===== src/rtl/layer_sequencer.sv =====
// Feed-forward inference sequencer: walks layers and neurons, drives the weight ROM,
// ping-ponged neuron RAM and MAC framing, and commits each neuron after the MAC pipeline drains.
//
// state   | meaning
// IDLE    | waiting for start
// FETCH   | read Nk for the current layer, validate sizes
// MAC     | one accumulate per input of the current neuron
// DRAIN   | wait out the MAC pipeline
// WRITE   | commit the neuron result to the write bank
// DONE    | one-cycle completion pulse
module layer_sequencer #(
  parameter int ADDR_W      = 8,
  parameter int MAC_LATENCY = 2
) (
  input  logic              clk,
  input  logic              reset,
  input  logic              start,
  input  logic [7:0]        num_layers,
  input  logic [7:0]        num_inputs,
  output logic [ADDR_W-1:0] instr_addr,
  input  logic [7:0]        instr_data,
  output logic [ADDR_W-1:0] weight_addr,
  output logic [ADDR_W-1:0] neuro_read_addr,
  output logic [ADDR_W-1:0] neuro_write_addr,
  output logic              neuro_we,
  output logic              mac_en,
  output logic              mac_first,
  output logic              busy,
  output logic              done,
  output logic              err,
  output logic              result_bank
);

  localparam int BANK_SIZE = 2**(ADDR_W-1);
  localparam logic [ADDR_W-1:0] BANK_B_BASE = ADDR_W'(BANK_SIZE);
  localparam logic [2:0] DRAIN_LOAD = 3'(MAC_LATENCY-1);

  typedef enum logic [2:0] {
    S_IDLE, S_FETCH, S_MAC, S_DRAIN, S_WRITE, S_DONE
  } state_t;

  state_t            state_q, state_nxt;
  logic [7:0]        n_layers_q, n_layers_nxt;
  logic [7:0]        in_count_q, in_count_nxt;
  logic [7:0]        nk_q, nk_nxt;
  logic [7:0]        layer_q, layer_nxt;
  logic [7:0]        i_q, i_nxt;
  logic [7:0]        j_q, j_nxt;
  logic [2:0]        drain_q, drain_nxt;
  logic [ADDR_W-1:0] wptr_q, wptr_nxt;
  logic              rd_bank_q, rd_bank_nxt;

  logic [ADDR_W-1:0] instr_addr_nxt, weight_addr_nxt, neuro_read_addr_nxt, neuro_write_addr_nxt;
  logic              neuro_we_nxt, mac_en_nxt, mac_first_nxt, busy_nxt, done_nxt, err_nxt;
  logic              result_bank_nxt;

  logic [ADDR_W-1:0] rd_base, wr_base;
  logic              fetch_bad;

  assign rd_base = rd_bank_q ? BANK_B_BASE : '0;
  assign wr_base = rd_bank_q ? '0 : BANK_B_BASE;
  assign fetch_bad = (instr_data == 8'd0) || (32'(instr_data) > BANK_SIZE) ||
                     (in_count_q == 8'd0) || (32'(in_count_q) > BANK_SIZE);

  always_ff @(posedge clk or posedge reset) begin
    if (reset) begin
      state_q          <= S_IDLE;
      n_layers_q       <= '0;
      in_count_q       <= '0;
      nk_q             <= '0;
      layer_q          <= '0;
      i_q              <= '0;
      j_q              <= '0;
      drain_q          <= '0;
      wptr_q           <= '0;
      rd_bank_q        <= 1'b0;
      instr_addr       <= '0;
      weight_addr      <= '0;
      neuro_read_addr  <= '0;
      neuro_write_addr <= '0;
      neuro_we         <= 1'b0;
      mac_en           <= 1'b0;
      mac_first        <= 1'b0;
      busy             <= 1'b0;
      done             <= 1'b0;
      err              <= 1'b0;
      result_bank      <= 1'b0;
    end else begin
      state_q          <= state_nxt;
      n_layers_q       <= n_layers_nxt;
      in_count_q       <= in_count_nxt;
      nk_q             <= nk_nxt;
      layer_q          <= layer_nxt;
      i_q              <= i_nxt;
      j_q              <= j_nxt;
      drain_q          <= drain_nxt;
      wptr_q           <= wptr_nxt;
      rd_bank_q        <= rd_bank_nxt;
      instr_addr       <= instr_addr_nxt;
      weight_addr      <= weight_addr_nxt;
      neuro_read_addr  <= neuro_read_addr_nxt;
      neuro_write_addr <= neuro_write_addr_nxt;
      neuro_we         <= neuro_we_nxt;
      mac_en           <= mac_en_nxt;
      mac_first        <= mac_first_nxt;
      busy             <= busy_nxt;
      done             <= done_nxt;
      err              <= err_nxt;
      result_bank      <= result_bank_nxt;
    end
  end

  // Outputs are computed for the state being entered so they register in step with it.
  always_comb begin
    state_nxt            = state_q;
    n_layers_nxt         = n_layers_q;
    in_count_nxt         = in_count_q;
    nk_nxt               = nk_q;
    layer_nxt            = layer_q;
    i_nxt                = i_q;
    j_nxt                = j_q;
    drain_nxt            = drain_q;
    wptr_nxt             = wptr_q;
    rd_bank_nxt          = rd_bank_q;
    instr_addr_nxt       = instr_addr;
    weight_addr_nxt      = weight_addr;
    neuro_read_addr_nxt  = neuro_read_addr;
    neuro_write_addr_nxt = neuro_write_addr;
    neuro_we_nxt         = 1'b0;
    mac_en_nxt           = 1'b0;
    mac_first_nxt        = 1'b0;
    done_nxt             = 1'b0;
    err_nxt              = err;
    result_bank_nxt      = result_bank;

    case (state_q)
      S_IDLE: begin
        if (start) begin
          n_layers_nxt = num_layers;
          in_count_nxt = num_inputs;
          err_nxt      = 1'b0;
          layer_nxt    = '0;
          wptr_nxt     = '0;
          rd_bank_nxt  = 1'b0;
          if (num_layers == 8'd0) begin
            state_nxt       = S_DONE;
            done_nxt        = 1'b1;
            result_bank_nxt = 1'b0;
          end else begin
            state_nxt      = S_FETCH;
            instr_addr_nxt = '0;
          end
        end
      end

      S_FETCH: begin
        nk_nxt = instr_data;
        if (fetch_bad) begin
          err_nxt   = 1'b1;
          state_nxt = S_IDLE;
        end else begin
          state_nxt           = S_MAC;
          j_nxt               = '0;
          weight_addr_nxt     = wptr_q;
          neuro_read_addr_nxt = rd_base;
          mac_en_nxt          = 1'b1;
          mac_first_nxt       = 1'b1;
          wptr_nxt            = wptr_q + ADDR_W'(1);
          i_nxt               = 8'd1;
        end
      end

      S_MAC: begin
        // i_q counts accumulates already issued for this neuron.
        if (i_q == in_count_q) begin
          if (MAC_LATENCY == 1) begin
            state_nxt            = S_WRITE;
            neuro_we_nxt         = 1'b1;
            neuro_write_addr_nxt = wr_base + ADDR_W'(j_q);
          end else begin
            state_nxt = S_DRAIN;
            drain_nxt = DRAIN_LOAD;
          end
        end else begin
          weight_addr_nxt     = wptr_q;
          neuro_read_addr_nxt = rd_base + ADDR_W'(i_q);
          mac_en_nxt          = 1'b1;
          wptr_nxt            = wptr_q + ADDR_W'(1);
          i_nxt               = i_q + 8'd1;
        end
      end

      S_DRAIN: begin
        if (drain_q == 3'd1) begin
          state_nxt            = S_WRITE;
          neuro_we_nxt         = 1'b1;
          neuro_write_addr_nxt = wr_base + ADDR_W'(j_q);
        end else begin
          drain_nxt = drain_q - 3'd1;
        end
      end

      S_WRITE: begin
        if (j_q != nk_q - 8'd1) begin
          state_nxt           = S_MAC;
          j_nxt               = j_q + 8'd1;
          weight_addr_nxt     = wptr_q;
          neuro_read_addr_nxt = rd_base;
          mac_en_nxt          = 1'b1;
          mac_first_nxt       = 1'b1;
          wptr_nxt            = wptr_q + ADDR_W'(1);
          i_nxt               = 8'd1;
        end else if (layer_q == n_layers_q - 8'd1) begin
          state_nxt       = S_DONE;
          done_nxt        = 1'b1;
          result_bank_nxt = ~rd_bank_q;
        end else begin
          state_nxt      = S_FETCH;
          layer_nxt      = layer_q + 8'd1;
          in_count_nxt   = nk_q;
          rd_bank_nxt    = ~rd_bank_q;
          instr_addr_nxt = ADDR_W'(layer_q + 8'd1);
        end
      end

      S_DONE: state_nxt = S_IDLE;

      default: state_nxt = S_IDLE;
    endcase

    busy_nxt = (state_nxt == S_FETCH) || (state_nxt == S_MAC) ||
               (state_nxt == S_DRAIN) || (state_nxt == S_WRITE);
  end

endmodule


===== config.mk =====
export PLATFORM = sky130hd
export DESIGN_NAME = layer_sequencer
export DESIGN_NICKNAME = d
export VERILOG_FILES = /design/src/rtl/layer_sequencer.sv
export SDC_FILE = /design/constraint.sdc
export NUM_CORES = 1
export LEC_CHECK = 0
export CELL_PAD_IN_SITES_DETAIL_PLACEMENT = 1
export CELL_PAD_IN_SITES_GLOBAL_PLACEMENT = 1
export CORE_MARGIN = 2
export CORE_UTILIZATION = 38
export CTS_CLUSTER_SIZE = 28
export DETAILED_ROUTE_END_ITERATION = 8
export PLACE_DENSITY_LB_ADDON = 0.1
export SLEW_MARGIN = 30
export SYNTH_ARGS = -nofsm -noshare
export SYNTH_HDL_FRONTEND = slang
export SYNTH_SLANG_ARGS = --single-unit

===== constraint.sdc =====
create_clock -name clk -period 3.3 [get_ports clk]
set_input_delay 0.33 -clock clk [delete_from_list [all_inputs] [get_ports clk]]
set_output_delay 0.33 -clock clk [all_outputs]
set_load 0.03 [all_outputs]

# ---- Word level (Yosys, flattened, before mapping)
# Index checks and enable logic that the tools add are counted.
dict set report totals {
  input_bits 27
  output_inout_bits 39
  regBits 102
}
dict set report op_classes {
  bitwise 1
  muxes 66
  n_eq_ne 24
  add_sub_neg 9
  n_lt_le_gt_ge 2
  reduce_logical 26
}
# op n
set ops {}
lappend ops {{8-bit two-way mux} 24}
lappend ops {{8-bit case mux with 3 select lines} 3}
lappend ops {{8-bit case mux with 2 select lines} 4}
lappend ops {{8-bit by 1-bit adder with 8-bit output, second input constant} 4}
lappend ops {{8-bit case mux with 4 select lines} 1}
lappend ops {{8-bit zero test} 3}
lappend ops {{3-bit two-way mux} 8}
lappend ops {{2-bit inequality test, second input constant} 12}
lappend ops {{1-bit two-way mux} 17}
lappend ops {{8-bit adder} 2}
lappend ops {{8-bit equality test} 2}
lappend ops {{8-bit > comparator, second input constant} 2}
lappend ops {{8-bit by 1-bit subtractor with 8-bit output, second input constant} 2}
lappend ops {{3-bit case mux with 5 select lines} 1}
lappend ops {{5-bit AND reduction} 3}
lappend ops {{3-bit by 2-bit equality test with 1-bit output, second input constant} 4}
lappend ops {{1-bit case mux with 2 select lines} 5}
lappend ops {{3-bit by 1-bit equality test with 1-bit output, second input constant} 3}
lappend ops {{3-bit AND reduction} 3}
lappend ops {{8-bit inequality test} 1}
lappend ops {{4-bit AND reduction} 2}
lappend ops {{2-bit nonzero test} 4}
lappend ops {{3-bit equality test, second input constant} 2}
lappend ops {{1-bit logical OR} 6}
lappend ops {{other kinds (9)} 10}

# ---- Depth between registers and ports, before layout
# Gate-level depths: netlist (run 1).
dict set report depth {
  ltp_word 10
  mapped_depth 12
}

# ---- Least setup slack after synthesis (run 1)
# No wires, ideal clock.
dict set report synth_timing {
  path_kind {reg-to-reg}
  start {register nk_q[0]}
  end {register layer_q[0]}
  slack_ps 462
  path_buffers 1
  required_ps 3175
  arrival_time_ps 2713
  path_stages_with_launch 11
  cell_sequence {dfrtp_1 -> inv_1 -> ha_1 -> o21bai_1 -> a2111oi_0 -> a311oi_2 -> a211oi_4 -> a21o_1 -> nand3b_2 -> buf_2 -> mux2_2}
}
dict set report synth_via {
  elab_chain_len 4
}
# item line
set synth_lines {}
lappend synth_lines {{start: declaration} 45} ;# logic [7:0] nk_q, nk_nxt;
lappend synth_lines {{start signal: assignment} 92} ;# nk_q <= nk_nxt;
lappend synth_lines {{8-bit by 1-bit subtractor with 8-bit output} 204} ;# if (j_q != nk_q - 8'd1) begin
lappend synth_lines {{8-bit inequality test} 204}
lappend synth_lines {{2-bit inequality test (no line)} n/a}
lappend synth_lines {{4-bit AND reduction (no line)} n/a}
lappend synth_lines {{end signal: assignment} 93} ;# layer_q <= layer_nxt;
lappend synth_lines {{end: declaration} 46} ;# logic [7:0] layer_q, layer_nxt;
# No other way between the ends.
# A chain may end at the register's enable or synchronous reset.

==> results of run 1 <==
## power breakdown
group | switching [uW] | internal (uW)
clock network | 490 | 783
logic | 1320 | 1060
registers | 506 | 1630
## path summary, 6_finish.rpt
check | slack (ps) | from | cells past startpoint | endpoint
max in group asynchronous | 2160 | reset | 3 | in_count_q[3]
min in group clk | 470 | weight_addr[0] | 2 | weight_addr[0]
worst min-delay path | 430 | reset | 2 | weight_addr[7]
worst min register to register | 470 | weight_addr[0] | 2 | weight_addr[0]
worst max-delay path | 180 | nk_q[0] | 10 | drain_q[1]
worst max register to register | 180 | nk_q[0] | 10 | drain_q[1]
## cell type report
| type | instances | area [um2] |
|---|---|---|
| fill | 1582 | 7190 |
| clock inverter | 5 | 105 |
| sequential | 102 | 2550 |
| timing repair buffer | 84 | 806 |
| multi-input combinational | 408 | 2600 |
| inverter | 23 | 88.8 |
| tap | 180 | 225 |
| clock buffer | 11 | 253 |
## cells in the mapped netlist (5+ instances only)
cell and count:
nand2_1 105, dfrtp_1 102, o21ai_0 30, nor2_1 29, mux2_2 28, xnor2_1 27, inv_1 22, a21oi_1 18
nand3_1 18, clkbuf_1 15, nor3_1 12, xor2_1 12, a31oi_1 10, ha_1 8, nand2b_1 8, o22ai_1 8
buf_2 7, nand4_1 7, and3_1 6, or3_1 6, o31ai_1 5
## state kept, by name (all words and copies together), names as in the netlist, 3 cells and up
name and count:
i_q 8, in_count_q 8, instr_addr 8, j_q 8, layer_q 8, n_layers_q 8
neuro_read_addr 8, neuro_write_addr 8, nk_q 8, weight_addr 8, wptr_q 8, drain_q 3
state_q 3
## per-layer routing
| metal | track usage | part of all wire |
|---|---|---|
| met1 | 0.272 | 0.48 |
| met2 | 0.330 | 0.48 |
| met3 | 0.0270 | 0.025 |
| met4 | 0.0754 | 0.014 |
| met5 | 0 | 0 |
## logic make-up (layout without fill, tap and decap cells)
| kind of cell | Yosys count | after routing | synth area share |
|---|---|---|---|
| adder cells (fa/ha/maj) | 8 | 8 | 0.0187 |
| AO/OA/AOI/OAI | 106 | 106 | 0.135 |
| XOR/XNOR | 39 | 39 | 0.0639 |
| AND/OR/NAND/NOR | 223 | 223 | 0.202 |
| buffers and inverters | 47 | 123 | 0.0354 |
| multiplexers | 32 | 32 | 0.0665 |
| flip-flops | 102 | 102 | 0.478 |
## worst max-delay path, stage by stage (launching register included)
cell,delay [ps]
dfrtp_1,440
inv_1,100
ha_1,300
o21bai_1,200
a2111oi_1,510
a311oi_2,110
a211o_1,370
a21oi_2,220
inv_2,140
o21ai_1,250
mux2_2,370
## stage by stage
stage | setup TNS, ps | hold slack, ps | setup slack [ps]
global placement | 0 | 460 | 243
finish | 0 | 426 | 183
CTS | 0 | 453 | 135
floorplan | 0 | 435 | 295
detailed placement | 0 | 464 | 148
global route | -41.3 | 492 | -21.8
## what timing repair did
item                       CTS  global route
setup endpoints to repair    0            16
hold endpoints to repair     0             0
gates resized for setup      0             2
hold buffers                 0             0
==> metrics.md, run 1 <==
| Metric | Value |
|---|---|
| Slew HR | 0.411 |
| Synth area leaders | dfrtp_1 (48%), nand2_1 (7.4%), mux2_2 (5.9%) |
| Critical Path AT | approximately 3400 ps |
| Part of the Yosys area used for sequential elements | 0.478 |
| Pwr/cell area | slightly below 900 nW/um2 |
| Routed WL | 13900 um |
| Synth Warn # | 0 |
| Total CTS buffers | 9 |
| Slew @ Worst Pin | 881 ps |
| Initial Util | 0.386 |
| Ant. Diodes | 0 |
| Synthesis-to-layout area growth | 24.2% |
| CTS clock-pin slew for the worst setup and hold paths | 70 ps |
| Worst vdd ir | roughly 0.00038 V |
| Vias in the first global route | 4534 |
| Worst Setup Start Kind | flip-flop |
| Status | finished clean |
| Routed vias | 4300 |
| Placed cell area | about 6300 um2 |
| Final setup violation count | 0 |
| Latest clock arrival within the worst-skew pair | between 300 and 400 ps |
| Worst EP required | between 3000 and 4000 ps |
| Wire length of the first global-routing pass | about 23000 um |
| PnR Total Power | approximately 5800 uW |
| Die footprint | about 15000 um2 |
| FMAX | approximately 320 MHz |
| Total of max-cap violations | 0 |
| Port Buffer Count | 65 |
| Crit end category | flip-flop |
| Design area | roughly 6600 um2 |
| Chip height | approximately 120 um |
| Avg Vias per Cell | 5.29 |
| Hpwl dp | between 10000 and 15000 um |
| # Post-CTS Setup Buffers | 0 |
| Period Utilization, post-route | 0.945 |
| Post-synthesis cell count | around 560 |
| Residual DRC | 0 |
| Clock Skew | a little under 8 ps |
| Chip width | ~120 um |
| Core Area | about 14000 um2 |
| GP Congestion | between 0.7 and 0.8 |
| Cell total after placement | ~800 |
| Most frequent cells in the layout | nand2_1 (105), dfrtp_1 (102), clkdlybuf4s50_1 (65) |
| TritonCTS clock tree | done |
| # rows | 43 |
| CTS Sinks | 102 |
| Pleak | 0.00286 uW |
| H-tree levels | 3 |
| Antenna viol nets, final | 0 |
| CTS max path bufs | 2 |
| Distinct cells, synth | between 60 and 70 |
| Fraction of registers with async set/reset | 1.00 |
| Post-synthesis cell area | around 5300 um2 |
| DR WL/cell | about 17 um |
| Commonest non-fill, non-tap cell in the layout | nand2_1 |
| DRT iter0 DRCs | between 150 and 200 |
| Total GRT Usage | 0.202 |
| Crit path max fanout | 10 |
| Post-Layout Cell Count | between 800 and 900 |
| Pin count of the biggest net entering global routing | 53 |
| Finished Core Util | 0.480 |
| Final nets | between 600 and 700 |
| Synth Register Bits | roughly 100 |
| Post-Syn Nets | about 600 |
| Synth top area share | 0.478 |
| I/O Pins | 66 |
| Period minus WS final | 3120 ps |
| Drt pass-1 iters | 4 |
| Final hold vios | 0 |
| Layout cells sized above 1 | 0.133 |
| Hold Path Class | input pin to async pin |
| Fin. max-slew vios | 0 |
| GRT overflow | 0 |
| Post-synth EDFFs | 0 |
| Syn_area_per_cell | about 9.6 um2 |
| Antenna violations before repair | 0 |
| Dominant cell type by area after synthesis | dfrtp_1 |
| Setup CP Type | flip-flop to flip-flop |
| Clock Root Buffer | clkbuf_16 |
| Ys flop type | dfrtp_1 |
(Power assumes the default switching activity.)
==> run 2, diff against run 1 <==
--- a/config.mk
+++ b/config.mk
@@ -11,8 +11,9 @@
 export CORE_UTILIZATION = 38
 export CTS_CLUSTER_SIZE = 28
 export DETAILED_ROUTE_END_ITERATION = 8
-export PLACE_DENSITY_LB_ADDON = 0.1
+export PLACE_DENSITY = 0.71
 export SLEW_MARGIN = 30
 export SYNTH_ARGS = -nofsm -noshare
 export SYNTH_HDL_FRONTEND = slang
 export SYNTH_SLANG_ARGS = --single-unit
+export TNS_END_PERCENT = 10
==> run 2 against run 1 <==
Against the previous run:
- power fell by 4.4%
- critical path depth increased by 1
- sequential cell count unchanged
- routed wire length fell by 0.42%
- register-to-register slack better by 100 ps
- worst setup slack improved by 100 ps
- global-route usage shrank 0.19 points
- highest routed layer unchanged
- largest cell class unchanged
- combinational power is essentially flat
- utilization is 0.52 points lower
- sequential share of layout area grew 0.43 points
- largest power group unchanged
==> metrics.md, run 2 (synthesis gave the netlist of run 1 again) <==
| Metric | Value |
|---|---|
| Placed cell area | 6250 um2 |
| Routed WL | ~14000 um |
| Status | finished clean |
| CTS clock-pin slew for the worst setup and hold paths | approximately 70 ps |
| Vias in the first global route | 4625 |
| GP Congestion | about 0.84 |
| Layout cells sized above 1 | 0.134 |
| Ant. Diodes | 0 |
| Core Area | ~14000 um2 |
| GRT overflow | 0 |
| Clock Root Buffer | clkbuf_16 |
| Most frequent CP cell | buf_4 |
| Crit path cell chain | inv_1 > ha_1 > nor2b_1 > or3_1 > a31o_1 > a211oi_4 > buf_4 > a211o_1 > buf_4 > buf_4 > o21ai_0 |
| Combinational power share | 0.425 |
| Setup Total Neg Slack | 0 ps |
| Finished Core Util | 0.474 |
| Hpwl dp | about 10000 um |
| Flop pwr share | 0.389 |
| Internal Power | between 3000 and 4000 uW |
| CTS max path bufs | 2 |
| TritonCTS clock tree | done |
| Worst r2r src | nk_q[0] |
| Worst vdd ir | 0.000326 V |
| Clk network pwr share | 0.186 |
| Avg Vias per Cell | roughly 5.4 |
| Critical Path AT | about 3300 ps |
| Routed vias | ~4400 |
| Die footprint | between 15000 and 20000 um2 |
| Clock Skew | a little over 6 ps |
| Initial Util | 0.386 |
| Worst EP required | ~3500 ps |
| Final setup violation count | 0 |
| Antenna viol nets, final | 0 |
| Crit path largest cell delay | between 400 and 500 ps |
| Crit end category | flip-flop |
| # rows | 43 |
| CTS Sinks | 102 |
| Port Buffer Count | 65 |
| Chip width | between 100 and 150 um |
| Wire length of the first global-routing pass | about 24000 um |
| Final nets | between 600 and 700 |
| FMAX | around 330 MHz |
| Slew @ Worst Pin | between 800 and 900 ps |
| Design area | between 6000 and 7000 um2 |
| Slowest-stage cell, CP | dfrtp_1 |
| Total CTS buffers | 9 |
| Pin count of the biggest net entering global routing | 53 |
| Commonest non-fill, non-tap cell in the layout | nand2_1 |
| Pwr/cell area | about 840 nW/um2 |
| Fin. max-slew vios | 0 |
| Worst Setup SP | nk_q[0] |
| Drt pass-1 iters | 4 |
| Total of max-cap violations | 0 |
| Residual DRC | 0 |
| Pleak | between 0.002 and 0.003 uW |
| DRT iter0 DRCs | 120 |
| DR WL/cell | 17.0 um |
| Worst Setup Start Kind | flip-flop |
| I/O Pins | 66 |
| Hold Path Class | input pin to async pin |
| Latest clock arrival within the worst-skew pair | between 300 and 400 ps |
| Setup CP Type | flip-flop to flip-flop |
| Total GRT Usage | 0.200 |
| H-tree levels | 3 |
| Total net switching power | approximately 2300 uW |
| Unrepaired setup endpoints after global routing | false |
| Chip height | roughly 120 um |
| Slew HR | 0.452 |
| Sw Ratio | 0.414 |
| Most frequent cells in the layout | nand2_1 (105), dfrtp_1 (102), clkdlybuf4s50_1 (65) |
| Period minus WS final | a little over 3000 ps |
| Antenna violations before repair | 0 |
| Synthesis-to-layout area growth | 22.8% |
| Final hold vios | 0 |
| Crit path max fanout | 25 |
| Period Utilization, post-route | 0.914 |
## run 2: cell types whose count changed in the layout (fill, tap and decap cells not counted)
cell	delta
buf_4	+2
a2111oi_1	-1
a211o_2	-1
a211o_1	+1
clkbuf_8	+1
bufinv_16	-3
buf_12	-1
a2111oi_2	+1
clkinvlp_4	-2
clkinv_2	+4
## run 2: worst max-delay path, delay by kind of cell (launching register included)
family,cells,cell delay [ps]
AOI/OAI and AO/OA,4,820
adders and majority gates,1,310
DFF,1,450
and+or+nand+nor,2,520
buffers and inverters,4,790
## run 2: layout make-up
cell class | instances | area [um2]
fill | 1573 | 7270
multi-input combinational | 408 | 2610
sequential | 102 | 2550
timing repair buffer | 85 | 801
clock buffer | 12 | 267
tap | 180 | 225
inverter | 23 | 88.8
clock inverter | 4 | 20.0
## run 2: what timing repair did
action,in CTS,in global routing
gates resized for setup,0,2
endpoints found under the hold margin,0,0
setup endpoints to repair,0,11
hold buffers,0,0
buffers inserted,0,2
## run 2: power by group through the flow
stage / Combinational [uW] / Clock [uW] / Sequential [uW]
2_1_floorplan: 1560 / 0 / 2170
3_3_place_gp: 2250 / 0 / 2150
3_5_place_dp: 2350 / 0 / 2170
4_1_cts: 2370 / 1060 / 2150
5_1_grt: 2610 / 1110 / 2230
6_report: 2350 / 1030 / 2150
## run 2: metrics by stage
stage          worst slack [ps]  power (uW)  instances  hold slack [ps]
2_1_floorplan               295        3730        557              435
3_3_place_gp                346        4400        796              460
3_5_place_dp                247        4520        796              464
4_1_cts                     219        5570        812              475
5_1_grt                    64.5        5940        814              503
6_report                    284        5530        814              430
## run 2: routing by layer
metal  up-vias  part of all wire  global-route usage
met2        60              0.49               0.333
met1      2201              0.47               0.266
met3        17             0.022              0.0293
met4         0             0.017              0.0675
li1       2077                 -                   -
met5         -                 0                   0
## run 2: worst paths after layout
kind | to | slack (ps) | depth (start not counted)
min reg2reg | weight_addr[7] | 470 | 2
max | neuro_read_addr[7] | 280 | 11
max in group asynchronous | neuro_write_addr[4] | 2140 | 3
min in group clk | weight_addr[7] | 470 | 2
max reg2reg | neuro_read_addr[7] | 280 | 11
min | wptr_q[6] | 430 | 2
